[config.mk]
export PLATFORM = sky130hd
export DESIGN_NAME = reg_wr_arbiter
export DESIGN_NICKNAME = d
export VERILOG_FILES = /design/src/rtl/reg_wr_arb_pkg.sv /design/src/rtl/rr_arbiter.sv /design/src/rtl/reg_wr_arbiter.sv
export SDC_FILE = /design/constraint.sdc
export NUM_CORES = 1
export LEC_CHECK = 0
export BUFFER_PORTS_ARGS = -buffer_cell sky130_fd_sc_hd__buf_2
export CELL_PAD_IN_SITES_DETAIL_PLACEMENT = 2
export CELL_PAD_IN_SITES_GLOBAL_PLACEMENT = 2
export CORE_MARGIN = 2
export CORE_UTILIZATION = 25
export CTS_CLUSTER_SIZE = 8
export DETAILED_ROUTE_END_ITERATION = 6
export PLACE_DENSITY = 0.88
export SYNTH_ARGS = -nofsm -noshare
export SYNTH_HDL_FRONTEND = slang
export SYNTH_HIERARCHICAL = 1
export SYNTH_SLANG_ARGS = --single-unit
[constraint.sdc]
create_clock -name clk -period 2.7 [get_ports clk]
set_clock_uncertainty 0.2 [all_clocks]
set_input_delay 0.135 -clock clk [delete_from_list [all_inputs] [get_ports clk]]
set_output_delay 0.135 -clock clk [all_outputs]
set_load 0.05 [all_outputs]
[src/rtl/reg_wr_arb_pkg.sv]
// Shared constants and types for the register-file write-port arbiter.
// Optional feature macro: REG_WR_ARB_DROP_X0_EN (register 0 hard-wired to zero).
package reg_wr_arb_pkg;

    // Default configuration: 3 producers sharing a 32 x 64 register file.
    localparam int RWA_NUM_REQ = 3;
    localparam int RWA_ADDR_W  = 5;
    localparam int RWA_DATA_W  = 64;

    // Requester slot assignment on the req_* buses.
    localparam int REQ_ALU  = 0;
    localparam int REQ_LOAD = 1;
    localparam int REQ_MUL  = 2;

    // Grant index / round-robin pointer; 3 bits covers up to 8 requesters.
    localparam int GRANT_W = 3;
    typedef logic [GRANT_W-1:0] grant_t;

endpackage : reg_wr_arb_pkg

[src/rtl/rr_arbiter.sv]
// Combinational round-robin picker: first requester at or after ptr,
// scanning upward and wrapping to 0. ptr is assumed to be < NUM_REQ.
module rr_arbiter
    import reg_wr_arb_pkg::*;
#(
    parameter int NUM_REQ = RWA_NUM_REQ
) (
    input  logic [NUM_REQ-1:0] req,
    input  grant_t             ptr,
    output logic [NUM_REQ-1:0] gnt,
    output grant_t             gnt_idx,
    output logic               gnt_valid
);

    // Two passes: first the upper segment [ptr, NUM_REQ-1], then the wrap to [0, ptr-1].
    always_comb begin
        gnt       = '0;
        gnt_idx   = '0;
        gnt_valid = 1'b0;
        for (int i = 0; i < NUM_REQ; i++) begin
            if (!gnt_valid && req[i] && (i >= int'(ptr))) begin
                gnt[i]    = 1'b1;
                gnt_idx   = grant_t'(i);
                gnt_valid = 1'b1;
            end
        end
        for (int i = 0; i < NUM_REQ; i++) begin
            if (!gnt_valid && req[i]) begin
                gnt[i]    = 1'b1;
                gnt_idx   = grant_t'(i);
                gnt_valid = 1'b1;
            end
        end
    end

endmodule : rr_arbiter

[src/rtl/reg_wr_arbiter.sv]
// Round-robin arbiter owning the single register-file write port.
// Optional feature macro: REG_WR_ARB_DROP_X0_EN -- writes to register 0 are
// acknowledged but never reach the write port (hard-wired-zero x0).
//
// Handshake: requester i's write is accepted in a cycle where req_valid[i]
// and req_ready[i] are both high; the requester holds addr/data stable until
// then and may withdraw by dropping req_valid. req_ready is at most one-hot
// and is all-zero while stall is high or rst_n is low.
module reg_wr_arbiter
    import reg_wr_arb_pkg::*;
#(
    parameter int NUM_REQ = RWA_NUM_REQ,
    parameter int ADDR_W  = RWA_ADDR_W,
    parameter int DATA_W  = RWA_DATA_W
) (
    input  logic                      clk,
    input  logic                      rst_n,
    input  logic                      stall,
    input  logic [NUM_REQ-1:0]        req_valid,
    input  logic [NUM_REQ*ADDR_W-1:0] req_addr,
    input  logic [NUM_REQ*DATA_W-1:0] req_data,
    output logic [NUM_REQ-1:0]        req_ready,
    output logic                      wr_en,
    output logic [ADDR_W-1:0]         wr_addr,
    output logic [DATA_W-1:0]         wr_data,
    output logic [GRANT_W-1:0]        grant_id,
    output logic [31:0]               wr_count
);

    logic [NUM_REQ-1:0] cand;
    logic [NUM_REQ-1:0] gnt;
    grant_t             gnt_idx;
    logic               hs;
    logic [ADDR_W-1:0]  sel_addr;
    logic [DATA_W-1:0]  sel_data;
    logic               drop_wr;

    grant_t             rr_ptr_q, rr_ptr_d;
    logic               wr_en_q, wr_en_d;
    logic [ADDR_W-1:0]  wr_addr_q, wr_addr_d;
    logic [DATA_W-1:0]  wr_data_q, wr_data_d;
    grant_t             grant_id_q, grant_id_d;
    logic [31:0]        wr_count_q, wr_count_d;

    // No candidates while stalled or held in reset.
    assign cand = req_valid & {NUM_REQ{rst_n & ~stall}};

    rr_arbiter #(.NUM_REQ(NUM_REQ)) u_rr (
        .req       (cand),
        .ptr       (rr_ptr_q),
        .gnt       (gnt),
        .gnt_idx   (gnt_idx),
        .gnt_valid (hs)
    );

    assign req_ready = gnt;

    // One-hot mux of the winner's address and data.
    always_comb begin
        sel_addr = '0;
        sel_data = '0;
        for (int i = 0; i < NUM_REQ; i++) begin
            if (gnt[i]) begin
                sel_addr = req_addr[i*ADDR_W +: ADDR_W];
                sel_data = req_data[i*DATA_W +: DATA_W];
            end
        end
    end

`ifdef REG_WR_ARB_DROP_X0_EN
    assign drop_wr = (sel_addr == '0);
`else
    assign drop_wr = 1'b0;
`endif

    // Next state: capture the winner on a handshake, otherwise hold and idle the port.
    always_comb begin
        rr_ptr_d   = rr_ptr_q;
        wr_en_d    = 1'b0;
        wr_addr_d  = wr_addr_q;
        wr_data_d  = wr_data_q;
        grant_id_d = grant_id_q;
        wr_count_d = wr_count_q;
        if (hs) begin
            rr_ptr_d   = (gnt_idx == grant_t'(NUM_REQ - 1)) ? '0 : gnt_idx + grant_t'(1);
            wr_addr_d  = sel_addr;
            wr_data_d  = sel_data;
            grant_id_d = gnt_idx;
            if (!drop_wr) begin
                wr_en_d    = 1'b1;
                wr_count_d = wr_count_q + 32'd1;
            end
        end
    end

    // State and registered write-port outputs.
    always_ff @(posedge clk or negedge rst_n) begin
        if (!rst_n) begin
            rr_ptr_q   <= '0;
            wr_en_q    <= 1'b0;
            wr_addr_q  <= '0;
            wr_data_q  <= '0;
            grant_id_q <= '0;
            wr_count_q <= '0;
        end else begin
            rr_ptr_q   <= rr_ptr_d;
            wr_en_q    <= wr_en_d;
            wr_addr_q  <= wr_addr_d;
            wr_data_q  <= wr_data_d;
            grant_id_q <= grant_id_d;
            wr_count_q <= wr_count_d;
        end
    end

    assign wr_en    = wr_en_q;
    assign wr_addr  = wr_addr_q;
    assign wr_data  = wr_data_q;
    assign grant_id = grant_id_q;
    assign wr_count = wr_count_q;

endmodule : reg_wr_arbiter

Yosys cells after proc, flatten, opt, wreduce, memory -nomap -nowiden
Index checks and enable logic that the tools add are counted.

Output and inout port bits: 108. Word-level logic and storage cells: 52. Register bits: 108.

Bitwise operators: 3. Reductions and logical operators: 13. Add/subtract/negate cells: 2. Multiplexer cells: 24. Equality and inequality tests: 1. Order comparisons: 3.

Operators with widths (number): 64-bit two-way mux (3); 32-bit by 1-bit adder with 32-bit output, second input constant (1); 5-bit two-way mux (3); 1-bit two-way mux (13); 1-bit logical AND (8); 2-bit two-way mux (4); 1-bit by 3-bit >= comparator with 1-bit output, first input constant (2); 1-bit zero test (5); 3-bit by 1-bit adder with 3-bit output, second input constant (1); 3-bit AND (1); 3-bit by 2-bit equality test with 1-bit output, second input constant (1); 2-bit by 3-bit >= comparator with 1-bit output, first input constant (1); 3-bit two-way mux (1); 1-bit AND (1); 1-bit NOT (1).

Depth between registers and ports, before layout
Gate-level depths: netlist of the first run.

Word-level depth: 24. Depth in mapped cells: 12. Depth with buffers taken out: 8.

By module
The synthesis of the first run kept the hierarchy.

Modules (own cells, without submodules): reg_wr_arbiter (area each 5610.4 um2, sequential area each 2702.6 um2, cells an instance 532, times used 1); rr_arbiter (area each 123.9 um2, sequential area each 0.0 um2, cells an instance 16, times used 1).

Least setup slack after synthesis of the first run
Ideal clock, no wire load.

Kind: reg-to-reg. Start: register rr_ptr_q[2]. End: register wr_data_q[40], in the netlist wr_data[40]. Clock period less this slack: 2.590 ns. Required time: 2.375 ns. Path buffers: 4. Arrival time: 2.265 ns. Stages on the path, launching flop included: 11. Slack: 0.110 ns. Path through: dfrtp_1 o21ai_0 o2111a_1 buf_2 nor2b_1 buf_2 buf_6 buf_6 a22oi_1 o21ai_0 mux2_2.

Elaborated cells on any way between the ends: 30.

RTL lines: start, declared (RTL line reg_wr_arbiter.sv:38) `grant_t rr_ptr_q, rr_ptr_d;`; start signal, assigned (RTL line reg_wr_arbiter.sv:106) `rr_ptr_q <= rr_ptr_d;`; 1-bit by 3-bit >= comparator with 1-bit output (RTL line rr_arbiter.sv:21) `if (!gnt_valid && req[i] && (i >= int'(ptr))) begin`; 1-bit logical AND (RTL line rr_arbiter.sv:21); 1-bit two-way mux (RTL line rr_arbiter.sv:21); 1-bit zero test (RTL line rr_arbiter.sv:21); 1-bit logical AND (2 in a row) (RTL line rr_arbiter.sv:21); 1-bit two-way mux (RTL line rr_arbiter.sv:21); 1-bit zero test (RTL line rr_arbiter.sv:21); 1-bit logical AND (2 in a row) (RTL line rr_arbiter.sv:21); 1-bit two-way mux (RTL line rr_arbiter.sv:21); 1-bit zero test (RTL line rr_arbiter.sv:28) `if (!gnt_valid && req[i]) begin`; 1-bit logical AND (RTL line rr_arbiter.sv:28); 1-bit two-way mux (RTL line rr_arbiter.sv:28); 1-bit zero test (RTL line rr_arbiter.sv:28); 1-bit logical AND (RTL line rr_arbiter.sv:28); 1-bit two-way mux * (RTL line rr_arbiter.sv:28); net req_ready[1] (RTL line reg_wr_arbiter.sv:22) `output logic [NUM_REQ-1:0] req_ready,`; 64-bit two-way mux * (2 in a row) (RTL line reg_wr_arbiter.sv:63) `if (gnt[i]) begin`; end signal, assigned (RTL line reg_wr_arbiter.sv:109) `wr_data_q <= wr_data_d;`; end, declared (RTL line reg_wr_arbiter.sv:41) `logic [DATA_W-1:0] wr_data_q, wr_data_d;`.

Mark *: on every way through the listed nets, which the timed path passes. The rest lies on a longest branch. A chain may end at the register's enable or synchronous reset.

Worst setup path after layout of the first run
Start: register rr_ptr_q[0]. End: register wr_addr_q[1], in the netlist wr_addr[1].

Word-level cells in the longest chain between the ends: 21. Elaborated cells on any way between the ends: 30.

Ends and longest elaborated chain: 1-bit by 3-bit >= comparator with 1-bit output (RTL line rr_arbiter.sv:21); 1-bit logical AND (RTL line rr_arbiter.sv:21); 1-bit two-way mux (RTL line rr_arbiter.sv:21); 1-bit zero test (RTL line rr_arbiter.sv:21); 1-bit logical AND (2 in a row) (RTL line rr_arbiter.sv:21); 1-bit two-way mux (RTL line rr_arbiter.sv:21); 1-bit zero test (RTL line rr_arbiter.sv:21); 1-bit logical AND (2 in a row) (RTL line rr_arbiter.sv:21); [3 not listed]; 1-bit two-way mux (RTL line rr_arbiter.sv:28); 1-bit zero test (RTL line rr_arbiter.sv:28); 1-bit logical AND (RTL line rr_arbiter.sv:28); 1-bit two-way mux (RTL line rr_arbiter.sv:28); 1-bit zero test (RTL line rr_arbiter.sv:28); 1-bit logical AND (RTL line rr_arbiter.sv:28); 1-bit two-way mux (RTL line rr_arbiter.sv:28); 5-bit two-way mux (RTL line reg_wr_arbiter.sv:63); end signal, assigned (RTL line reg_wr_arbiter.sv:108) `wr_addr_q <= wr_addr_d;`; end, declared (RTL line reg_wr_arbiter.sv:40) `logic [ADDR_W-1:0] wr_addr_q, wr_addr_d;`.

Several ways; a longest one is shown, not always the timed one.

==> results of run 1 <==
==> worst min path at each step <==
stage	to
6_report	wr_data[35]$_DFFE_PN0P_
3_5_place_dp	wr_data[33]$_DFFE_PN0P_
2_1_floorplan	grant_id[0]$_DFFE_PN0P_
5_1_grt	wr_data[46]$_DFFE_PN0P_
4_1_cts	wr_data[2]$_DFFE_PN0P_
3_3_place_gp	wr_data[33]$_DFFE_PN0P_
==> placed cells by master (no fill, tap or decap), types with 6 or more instances in the layout <==
| cell type | count |
|---|---|
| buf_2 | 319 |
| dfrtp_1 | 108 |
| nand2_1 | 83 |
| dlygate4sd3_1 | 81 |
| mux2_2 | 75 |
| a22oi_1 | 68 |
| o21ai_0 | 66 |
| xnor2_1 | 29 |
| nand4_1 | 14 |
| clkbuf_16 | 9 |
| buf_4 | 8 |
| nor2_1 | 7 |
| nand3_1 | 6 |
==> worst max-delay path: stages (launching register included) <==
cell and delay, ns:
dfrtp_1 0.45, nand4bb_1 0.21, o311a_1 0.28, nor2b_2 0.65, a22oi_1 0.18, o21ai_0 0.25
mux2_2 0.19
==> area by class of cell <==
class | instances | area share [%]
clock buffers | 9 | 2.552
flip-flops and latches | 108 | 30.62
multi-input cells | 396 | 32.22
clock inverters | 7 | 1.219
well taps | 285 | 4.040
inverters | 4 | 0.1701
diodes | 3 | 0.08506
repair buffers | 413 | 29.09
==> power breakdown <==
part           internal (W)  switching, W  total, W
Clock              0.000755      0.000707   0.00146
Sequential          0.00181      0.000167   0.00198
Combinational      0.000571       0.00117   0.00174
==> metrics by stage <==
step,setup TNS [ns],instance area (um2),total power (W)
finish,0,8826,0.005176
global route,0,8826,0.005429
CTS,0,8803,0.005238
floorplan,0,5734,0.003054
global placement,0,7651,0.003577
detailed placement,-2.137,7651,0.003636
==> cell families (layout without fill, tap and decap cells) <==
kind of cell | count (synthesis) | after routing | synth area share [%]
xor gates and xnor gates | 32 | 32 | 4.888
buffers and inverters | 45 | 433 | 3.731
other | 1 | 4 | 0.06540
AOI/OAI and AO/OA | 147 | 147 | 16.23
DFF | 108 | 108 | 47.13
and+or+nand+nor | 139 | 140 | 13.00
adders and majority gates | 1 | 1 | 0.2182
muxes | 75 | 75 | 14.73
==> what timing repair did <==
action | in CTS | in global routing
setup buffers | 0 | 2
setup endpoints to repair | 1 | 9
hold buffers | 81 | 0
hold endpoints to repair | 116 | 0
pin swaps | 0 | 0
cloned | 1 | 0
gates resized for setup | 0 | 0
==> Yosys cell counts (all sizes together) (2+ instances only) <==
cell type	n	area share, %
a21oi	4	0.35
a22oi	68	8.9
and2	4	0.44
and3	4	0.44
and4	2	0.31
buf	20	2.1
clkbuf	21	1.4
dfrtp	108	47
inv	4	0.26
mux2	75	15
nand2	84	5.5
nand3	7	0.70
nand4	16	2.3
nor2	9	0.68
nor2b	2	0.22
nor3	2	0.35
nor4	3	1.1
o2111a	2	0.39
o21ai	70	6.1
o31a	2	0.31
xnor2	29	4.4
xor2	3	0.46
==> metal layers <==
layer / vias to the layer above / global-route usage [%] / routed length (um)
met5: - / 0 / 0
met4: 0 / 8.912 / 774
met3: 48 / 5.014 / 1411
met2: 240 / 39.36 / 13720
met1: 3021 / 22.30 / 9472
li1: 2758 / - / -
==> state kept, by name, summed over array words and instances, names as in the netlist <==
register and flops:
wr_data 64, wr_count 32, wr_addr 5, grant_id 3, rr_ptr_q 3, wr_en 1
==> impl_metrics.py, run 1 <==
metrics = {
    "outcome": {
        "outcome": "completed",
    },
    "synth": {
        "yosysWarnings": 6,
        "netlist_instances": 548,
        "ys_seq_elements": 108,
        "syn_area_um2": 5734,
        "synthesis.nets": 762,
        "synthArstFlopShare_pct": 100.0,
        "yosysUniqueCellTypes": 38,
        "synth.avg_cell_area_um2": 10.46,
        "synth_edf_count": 0,
        "synth_ff_type": "dfrtp_1",
        "ys_seq_area_share_pct": 47.13,
    },
    "timing": {
        "finalCritPeriodShare_pct": 91.52,
        "rsz0062_at_grt": "false",
        "fmax_mhz": 404.7,
        "maxSlewViolCount": 0,
        "max_slew_margin_pct": 46.26,
        "period_needed_ns": 2.471,
        "worst_slack_ns": 0.2290,
        "setup_viol": 0,
        "final-hold-violation-count": 0,
        "tightest_slew_ns": 0.8060,
        "whs_ns": 0.006007,
    },
    "critical_path": {
        "reg2reg_to": "wr_addr[1]$_DFFE_PN0P_",
        "end_kind": "register",
        "rr_worst_depth": 6,
        "cp-start-kind": "register",
        "critPathKind": "reg -> reg",
        "critical_path.endpoint": "wr_addr[1]$_DFFE_PN0P_",
        "worstPathArrival_ns": 2.57,
        "cp.required_ns": 2.79,
        "regToRegSetupSlack_ns": 0.23,
        "reg2reg_from": "rr_ptr_q[0]$_DFFE_PN0P_",
        "cp_max_fo": 14,
        "crit_start": "rr_ptr_q[0]$_DFFE_PN0P_",
    },
    "final_layout": {
        "fin_nets": 1146,
        "multi_input_area_um2": 2844,
        "fill_cells": 2500,
        "fin_cells": 1225,
        "drive_gt1_share_pct": 46.85,
        "syn2layout_area_growth_pct": 53.92,
        "utilization_pct": 39.10,
        "register_area_um2": 2703,
    },
    "placement": {
        "dp.cells": 1122,
        "place.gp.congestion": 0.7546,
        "dpl_worst_slack_ns": -0.1995,
        "io_buffers": 320,
        "hpwl_um": 16450,
    },
    "clock_network": {
        "numClockSinks": 108,
        "cts_root_buf": "clkbuf_16",
        "numCtsBuffers": 9,
        "clkSlewWorstSetupHoldPaths_ns": 0.08,
        "cts_tree": "yes",
        "clock_path_buffers": 2,
        "clock_latency_ns": 0.35,
        "htreeDepth": 3,
    },
    "hold_path": {
        "hp-start": "req_data[35]",
        "whs_path_depth": 4,
        "hp-class": "in -> reg",
    },
    "detailed_routing": {
        "drc": 0,
        "dr.pass1.iters": 4,
        "first_iter_violations": 166,
        "vias": 6067,
        "postRouteAntennaNets": 0,
        "wl_per_cell_um": 20.72,
        "via_per_inst": 4.953,
        "drt_wl_total_um": 25380,
    },
    "die": {
        "rows": 55,
        "die_h_um": 155.5,
        "fp.dieW_um": 155.5,
        "die_area_um2": 24160,
        "initial_core_util_pct": 25.40,
        "fp.coreArea_um2": 22570,
        "ios": 321,
    },
    "global_route": {
        "grt_pass1_wl_um": 39280,
        "grt_pass1_vias": 7060,
        "grt_max_degree": 81,
        "grt_usage_pct": 20.96,
        "overflow": 0,
        "grt_antenna_before_repair": 4,
    },
    "power_and_ir_drop": {
        "p_leak_nw": 4.301,
        "power.density_nw_per_um2": 586.5,
        "vdd_drop_max_v": 0.0003410,
    },
    "job": {
        "maxCapViolations": 0,
    },
}
Power figures use the tool's default switching activity.
==> inputs of run 2 (changes only) <==
--- a/config.mk
+++ b/config.mk
@@ -8,7 +8,7 @@
 export BUFFER_PORTS_ARGS = -buffer_cell sky130_fd_sc_hd__buf_2
 export CELL_PAD_IN_SITES_DETAIL_PLACEMENT = 2
 export CELL_PAD_IN_SITES_GLOBAL_PLACEMENT = 2
-export CORE_MARGIN = 2
+export CORE_MARGIN = 4
 export CORE_UTILIZATION = 25
 export CTS_CLUSTER_SIZE = 8
 export DETAILED_ROUTE_END_ITERATION = 6
==> impl_metrics.py, run 2 (same netlist as run 1, synthesis figures left out) <==
metrics = {
    "timing": {
        "setup_viol": 0,
        "max_slew_margin_pct": 47.57,
        "fmax_mhz": 375.2,
        "period_needed_ns": 2.665,
        "maxSlewViolCount": 0,
        "worst_slack_ns": 0.03481,
        "tightest_slew_ns": 0.7864,
        "setup-tns-final_ns": 0,
        "whs_ns": 0.01659,
        "final-hold-violation-count": 0,
        "rsz0062_at_grt": "true",
        "finalCritPeriodShare_pct": 98.71,
    },
    "detailed_routing": {
        "first_iter_violations": 203,
        "vias": 6043,
        "postRouteAntennaNets": 0,
        "via_per_inst": 4.929,
        "dr.pass1.iters": 4,
        "drc": 0,
        "wl_per_cell_um": 21.27,
        "drt_wl_total_um": 26080,
    },
    "placement": {
        "place.gp.congestion": 0.7538,
        "io_buffers": 320,
        "dpl_worst_slack_ns": 0.04134,
        "hpwl_um": 16680,
    },
    "hold_path": {
        "whs_endpoint": "wr_data[45]$_DFFE_PN0P_",
        "hp-start": "req_data[45]",
        "whs_path_depth": 4,
        "hp-class": "in -> reg",
    },
    "clock_network": {
        "cts_root_buf": "clkbuf_16",
        "numCtsBuffers": 9,
        "clock_latency_ns": 0.36,
        "clkSlewWorstSetupHoldPaths_ns": 0.09,
        "cts_tree": "yes",
        "clock_path_buffers": 2,
        "numClockSinks": 108,
        "htreeDepth": 3,
    },
    "die": {
        "initial_core_util_pct": 25.40,
        "die_area_um2": 25420,
        "die_h_um": 159.5,
        "fp.dieW_um": 159.5,
        "ios": 321,
        "rows": 55,
        "fp.coreArea_um2": 22570,
    },
    "critical_path": {
        "cp-start-kind": "register",
        "reg2reg_to": "wr_data[21]$_DFFE_PN0P_",
        "regToRegSetupSlack_ns": 0.03,
        "end_kind": "register",
        "cp_max_fo": 26,
        "rr_worst_depth": 8,
        "crit_chain": "nand2b_1 -> o311a_1 -> nor2b_4 -> buf_8 -> a22oi_2 -> o21ai_1 -> dlygate4sd3_1 -> mux2_2",
        "reg2reg_from": "rr_ptr_q[2]$_DFFE_PN0P_",
        "cp_top_family": "buffers and inverters",
        "critPathKind": "reg -> reg",
        "cp.required_ns": 2.75,
        "cp_num_buf_inv": 2,
        "slowest_stage": "dlygate4sd3_1",
        "worstPathArrival_ns": 2.71,
        "max_stage_delay_ns": 0.56,
    },
    "power_and_ir_drop": {
        "vdd_drop_max_v": 0.0003289,
        "finalPower_w": 0.005143,
        "p_leak_nw": 4.313,
        "power.density_nw_per_um2": 581.6,
    },
    "final_layout": {
        "layout_common_cells": "buf_2 (319), dfrtp_1 (107), dlygate4sd3_1 (84)",
        "syn2layout_area_growth_pct": 54.22,
        "layout_commonest_cell": "buf_2",
        "largest_reg_flops": 64,
        "fin_nets": 1148,
        "fill_cells": 2453,
        "drive_gt1_share_pct": 47.07,
    },
    "global_route": {
        "grt_pass1_vias": 7004,
        "grt_max_degree": 82,
        "grt_usage_pct": 19.97,
        "grt_pass1_wl_um": 40540,
        "grt_antenna_before_repair": 2,
        "overflow": 0,
    },
    "job": {
        "maxCapViolations": 0,
    },
    "outcome": {
        "outcome": "completed",
    },
}
-- run 2: cell count changes in the layout (fill, tap and decap cells not counted), sizes merged --
cell and delta:
diode -1, dlygate4sd3 +3, inv +3, nor2b -1
clkinv -2, bufinv -1
-- run 2: worst max-delay path by stage --
stage	startpoint	end	slack [ns]	depth (start not counted)
finish	rr_ptr_q[2]$_DFFE_PN0P_	wr_data[21]$_DFFE_PN0P_	0.03	8
global route	rr_ptr_q[2]$_DFFE_PN0P_	wr_data[21]$_DFFE_PN0P_	-0.05	8
floorplan	rr_ptr_q[2]$_DFFE_PN0P_	wr_data[40]$_DFFE_PN0P_	0.11	10
detailed placement	rst_n	wr_addr[1]$_DFFE_PN0P_	0.04	10
CTS	rr_ptr_q[2]$_DFFE_PN0P_	wr_data[19]$_DFFE_PN0P_	0.02	8
global placement	rst_n	wr_data[25]$_DFFE_PN0P_	0.23	10
-- run 2: area by class of cell --
cell class,instances,area (um2),share of cell area [%]
clock inverters,7,86.33,0.9762
diodes,2,5.005,0.05659
clock buffers,9,225.2,2.547
multi-input cells,395,2859,32.33
flip-flops and latches,108,2704,30.57
well taps,285,356.6,4.032
inverters,4,15.01,0.1698
repair buffers,416,2592,29.32
-- run 2: layer usage --
| metal | track usage, % | wire (um) |
|---|---|---|
| met2 | 37.37 | 14210 |
| met3 | 5.643 | 1646 |
| met4 | 6.036 | 538 |
| met5 | 0 | 0 |
| met1 | 21.86 | 9682 |
-- run 2: what timing repair did --
item                                    in CTS  in global routing
endpoints found under the setup margin       0                  2
resized for setup                            0                  8
buffers inserted                             0                  3
hold buffers                                85                  0
hold endpoints to repair                   117                  0
-- run 2: power by group --
group	switching [W]	total [W]	leakage, nW	internal (W)
Combinational	0.00117	0.00174	2.72	0.000574
Sequential	0.000174	0.00198	1.44	0.00181
Clock	0.000747	0.00142	0.151	0.000673
-- run 2: stage by stage --
stage / cell area (um2) / util (%) / cells
6_report: 8843 / 39.18 / 1226
4_1_cts: 8793 / 38.96 / 1222
2_1_floorplan: 5734 / - / 548
5_1_grt: 8843 / 39.18 / 1226
3_3_place_gp: 7631 / 33.81 / 1121
3_5_place_dp: 7631 / 33.81 / 1121
-- run 2: worst register-to-register path: stages (launching register included) --
cell and delay, ns:
dfrtp_2 0.45, nand2b_1 0.17, o311a_1 0.35, nor2b_4 0.14, buf_8 0.17, a22oi_2 0.17
o21ai_1 0.09, dlygate4sd3_1 0.56, mux2_2 0.27
==> inputs of run 3 (changes only) <==
--- a/config.mk
+++ b/config.mk
@@ -8,12 +8,11 @@
 export BUFFER_PORTS_ARGS = -buffer_cell sky130_fd_sc_hd__buf_2
 export CELL_PAD_IN_SITES_DETAIL_PLACEMENT = 2
 export CELL_PAD_IN_SITES_GLOBAL_PLACEMENT = 2
-export CORE_MARGIN = 4
-export CORE_UTILIZATION = 25
+export CORE_MARGIN = 5
+export CORE_UTILIZATION = 28
 export CTS_CLUSTER_SIZE = 8
 export DETAILED_ROUTE_END_ITERATION = 6
-export PLACE_DENSITY = 0.88
+export PLACE_DENSITY = 0.95
 export SYNTH_ARGS = -nofsm -noshare
 export SYNTH_HDL_FRONTEND = slang
-export SYNTH_HIERARCHICAL = 1
 export SYNTH_SLANG_ARGS = --single-unit
==> constraint.sdc (replaced) <==
create_clock -name clk -period 3.1 [get_ports clk]
set_clock_uncertainty 0.2 [all_clocks]
set_input_delay 0.155 -clock clk [delete_from_list [all_inputs] [get_ports clk]]
set_output_delay 0.155 -clock clk [all_outputs]
set_load 0.05 [all_outputs]
==> impl_metrics.py, run 3 <==
metrics = {
    "timing": {
        "worst_slack_ns": 0.1407,
        "finalCritPeriodShare_pct": 95.46,
        "max_slew_margin_pct": 46.76,
        "tightest_slew_ns": 0.7987,
        "rsz0062_at_grt": "false",
        "setup-tns-final_ns": 0,
        "period_needed_ns": 2.959,
        "whs_ns": 0.01321,
        "fmax_mhz": 337.9,
        "maxSlewViolCount": 0,
        "final-hold-violation-count": 0,
        "setup_viol": 0,
    },
    "global_route": {
        "grt_max_degree": 58,
        "grt_antenna_before_repair": 12,
        "grt_pass1_wl_um": 48560,
        "grt_pass1_vias": 7847,
        "overflow": 0,
        "grt_usage_pct": 26.43,
    },
    "final_layout": {
        "syn2layout_area_growth_pct": 62.46,
        "largest_reg_flops": 64,
        "layout_commonest_cell": "buf_2",
        "utilization_pct": 46.23,
        "drive_gt1_share_pct": 43.37,
        "layout_common_cells": "buf_2 (318), dlygate4sd3_1 (137), dfrtp_1 (107)",
        "fin_nets": 1183,
    },
    "synth": {
        "synthArstFlopShare_pct": 100.0,
        "synthTopCellsByArea": "dfrtp_1 (46%), o32a_1 (11%), a31o_2 (9.2%)",
        "synth_compound_area_share_pct": 23.50,
        "yosysWarnings": 0,
        "synth_most_common_cell": "dfrtp_1",
        "synth_top_family_by_area": "compound AO/OA/AOI/OAI gates",
        "ys_seq_area_share_pct": 46.35,
        "ys_seq_elements": 107,
        "post_synth_xor_area_fraction_pct": 4.852,
        "synthMuxAreaShare_pct": 0,
        "synth_top_area_share_pct": 46.35,
        "synth.avg_cell_area_um2": 10.80,
        "synthTopCellsByCount": "dfrtp_1 (107), and2_1 (65), a31o_2 (61), and2_0 (61), o32a_1 (61)",
        "synthesis.nets": 749,
        "syn_area_um2": 5777,
        "synth_ff_type": "dfrtp_1",
        "netlist_instances": 535,
        "yosysUniqueCellTypes": 37,
        "synthAdderAreaFrac_pct": 0.2166,
        "synth-simple-area-share_pct": 21.31,
        "synth_edf_count": 0,
        "yosys.area.top_type": "dfrtp_1",
    },
    "die": {
        "ios": 321,
        "rows": 52,
        "fp.coreArea_um2": 20300,
        "fp.dieW_um": 153.6,
        "initial_core_util_pct": 28.46,
        "die_h_um": 153.6,
        "die_area_um2": 23600,
    },
    "outcome": {
        "outcome": "completed",
    },
    "clock_network": {
        "numClockSinks": 107,
        "clock_path_buffers": 2,
        "cts_tree": "yes",
        "cts_root_buf": "clkbuf_16",
        "clock_latency_ns": 0.34,
        "clkSlewWorstSetupHoldPaths_ns": 0.08,
        "numCtsBuffers": 9,
        "cts_setup_buffers": 0,
        "htreeDepth": 3,
    },
    "detailed_routing": {
        "drc": 0,
        "postRouteAntennaNets": 0,
        "dr.pass1.iters": 4,
        "drt_wl_total_um": 32270,
        "vias": 6693,
        "first_iter_violations": 203,
        "via_per_inst": 5.337,
        "wl_per_cell_um": 25.74,
    },
    "critical_path": {
        "cp_max_fo": 28,
        "cp-start-kind": "primary input",
        "critPathKind": "in -> reg",
        "cp.required_ns": 3.12,
        "worstPathArrival_ns": 2.98,
        "end_kind": "register",
    },
    "placement": {
        "dpl_worst_slack_ns": 0.7485,
        "io_buffers": 319,
        "hpwl_um": 19030,
        "place.gp.congestion": 0.7787,
    },
    "power_and_ir_drop": {
        "p_sw_w": 0.002038,
        "pwr-share-comb_pct": 40.3,
        "finalPower_w": 0.004956,
        "power.density_nw_per_um2": 528.1,
        "p_leak_nw": 4.384,
        "intPower_w": 0.002918,
        "swShare_pct": 41.13,
        "vdd_drop_max_v": 0.0002282,
        "power.share.sequential_pct": 35.9,
        "clockPowerShare_pct": 23.9,
    },
    "job": {
        "maxCapViolations": 0,
    },
    "hold_path": {
        "hp-class": "in -> reg",
    },
}
## run 3: cell types whose count changed in the layout (fill, tap and decap cells not counted), moves of 7 or more
cell,previous run,this run
a221o_1,0,7
a22oi_1,67,0
a31o_2,0,61
a32o_1,0,7
and2_0,0,61
and2_1,4,65
diode_2,2,11
dlygate4sd3_1,84,137
mux2_2,75,0
nand2_1,83,13
o21ai_0,64,0
o32a_1,0,61
## run 3: cell families after synthesis
| kind of cell | after synthesis |
|---|---|
| and+or+nand+nor | 199 |
| AOI/OAI and AO/OA | 144 |
| DFF | 107 |
| buffers and inverters | 51 |
| xor gates and xnor gates | 32 |
| adders and majority gates | 1 |
| other | 1 |
## run 3: final cells by class
type | count | area, um2
diodes | 11 | 27.53
clock buffers | 11 | 252.7
clock inverters | 4 | 33.78
fillers | 2181 | 10910
inverters | 3 | 11.26
multi-input cells | 377 | 2920
flip-flops and latches | 107 | 2678
well taps | 270 | 337.8
repair buffers | 471 | 3124
## run 3: final timing paths
check                           slack (ns)  cells after the start               startpoint                 endpoint
worst min-delay path                  0.01                      3             req_data[74]  wr_data[10]$_DFFE_PN0P_
max in group asynchronous             1.77                      3                    rst_n  wr_data[36]$_DFFE_PN0P_
min in group asynchronous             0.37                      3                    rst_n  rr_ptr_q[1]$_DFFE_PN0P_
worst min register to register        0.31                      1  grant_id[0]$_DFFE_PN0P_  grant_id[0]$_DFFE_PN0P_
worst max register to register        0.17                      6  rr_ptr_q[1]$_DFFE_PN0P_  wr_data[15]$_DFFE_PN0P_
worst max-delay path                  0.14                      8                    rst_n  wr_data[15]$_DFFE_PN0P_
## run 3: repair_timing
action                                  4_1_cts  5_1_grt
endpoints found under the hold margin       176        0
endpoints found under the setup margin        0       19
hold buffers                                137        0
resized for setup                             0        1
## run 3: power groups by stage
| stage | combinational (W) | clock, W | sequential, W |
|---|---|---|---|
| 4_1_cts | 0.00193 | 0.00120 | 0.00175 |
| 2_1_floorplan | 0.000409 | 0 | 0.00242 |
| 3_5_place_dp | 0.00165 | 0 | 0.00178 |
| 3_3_place_gp | 0.00161 | 0 | 0.00175 |
| 6_report | 0.00200 | 0.00118 | 0.00178 |
| 5_1_grt | 0.00208 | 0.00126 | 0.00180 |
## run 3: critical path, stage by stage
cell           delay (ns)
dlygate4sd3_1        0.52
buf_4                0.15
nor2b_1              0.34
nand2b_4             0.30
buf_4                0.34
a31o_2               0.26
o32a_1               0.30
dlygate4sd3_1        0.61
## run 3: routing by layer
layer | track usage [%] | routed length [um]
met3 | 6.970 | 2009
met4 | 12.70 | 1411
met2 | 47.73 | 16940
met5 | 0 | 35
met1 | 28.67 | 11880
## run 3: per-stage QoR
stage | cells | instance area, um2
after CTS | 1243 | 9354
after floorplan | 535 | 5777
final | 1254 | 9385
after detailed placement | 1091 | 7696
after global routing | 1252 | 9380
after global placement | 1091 | 7696
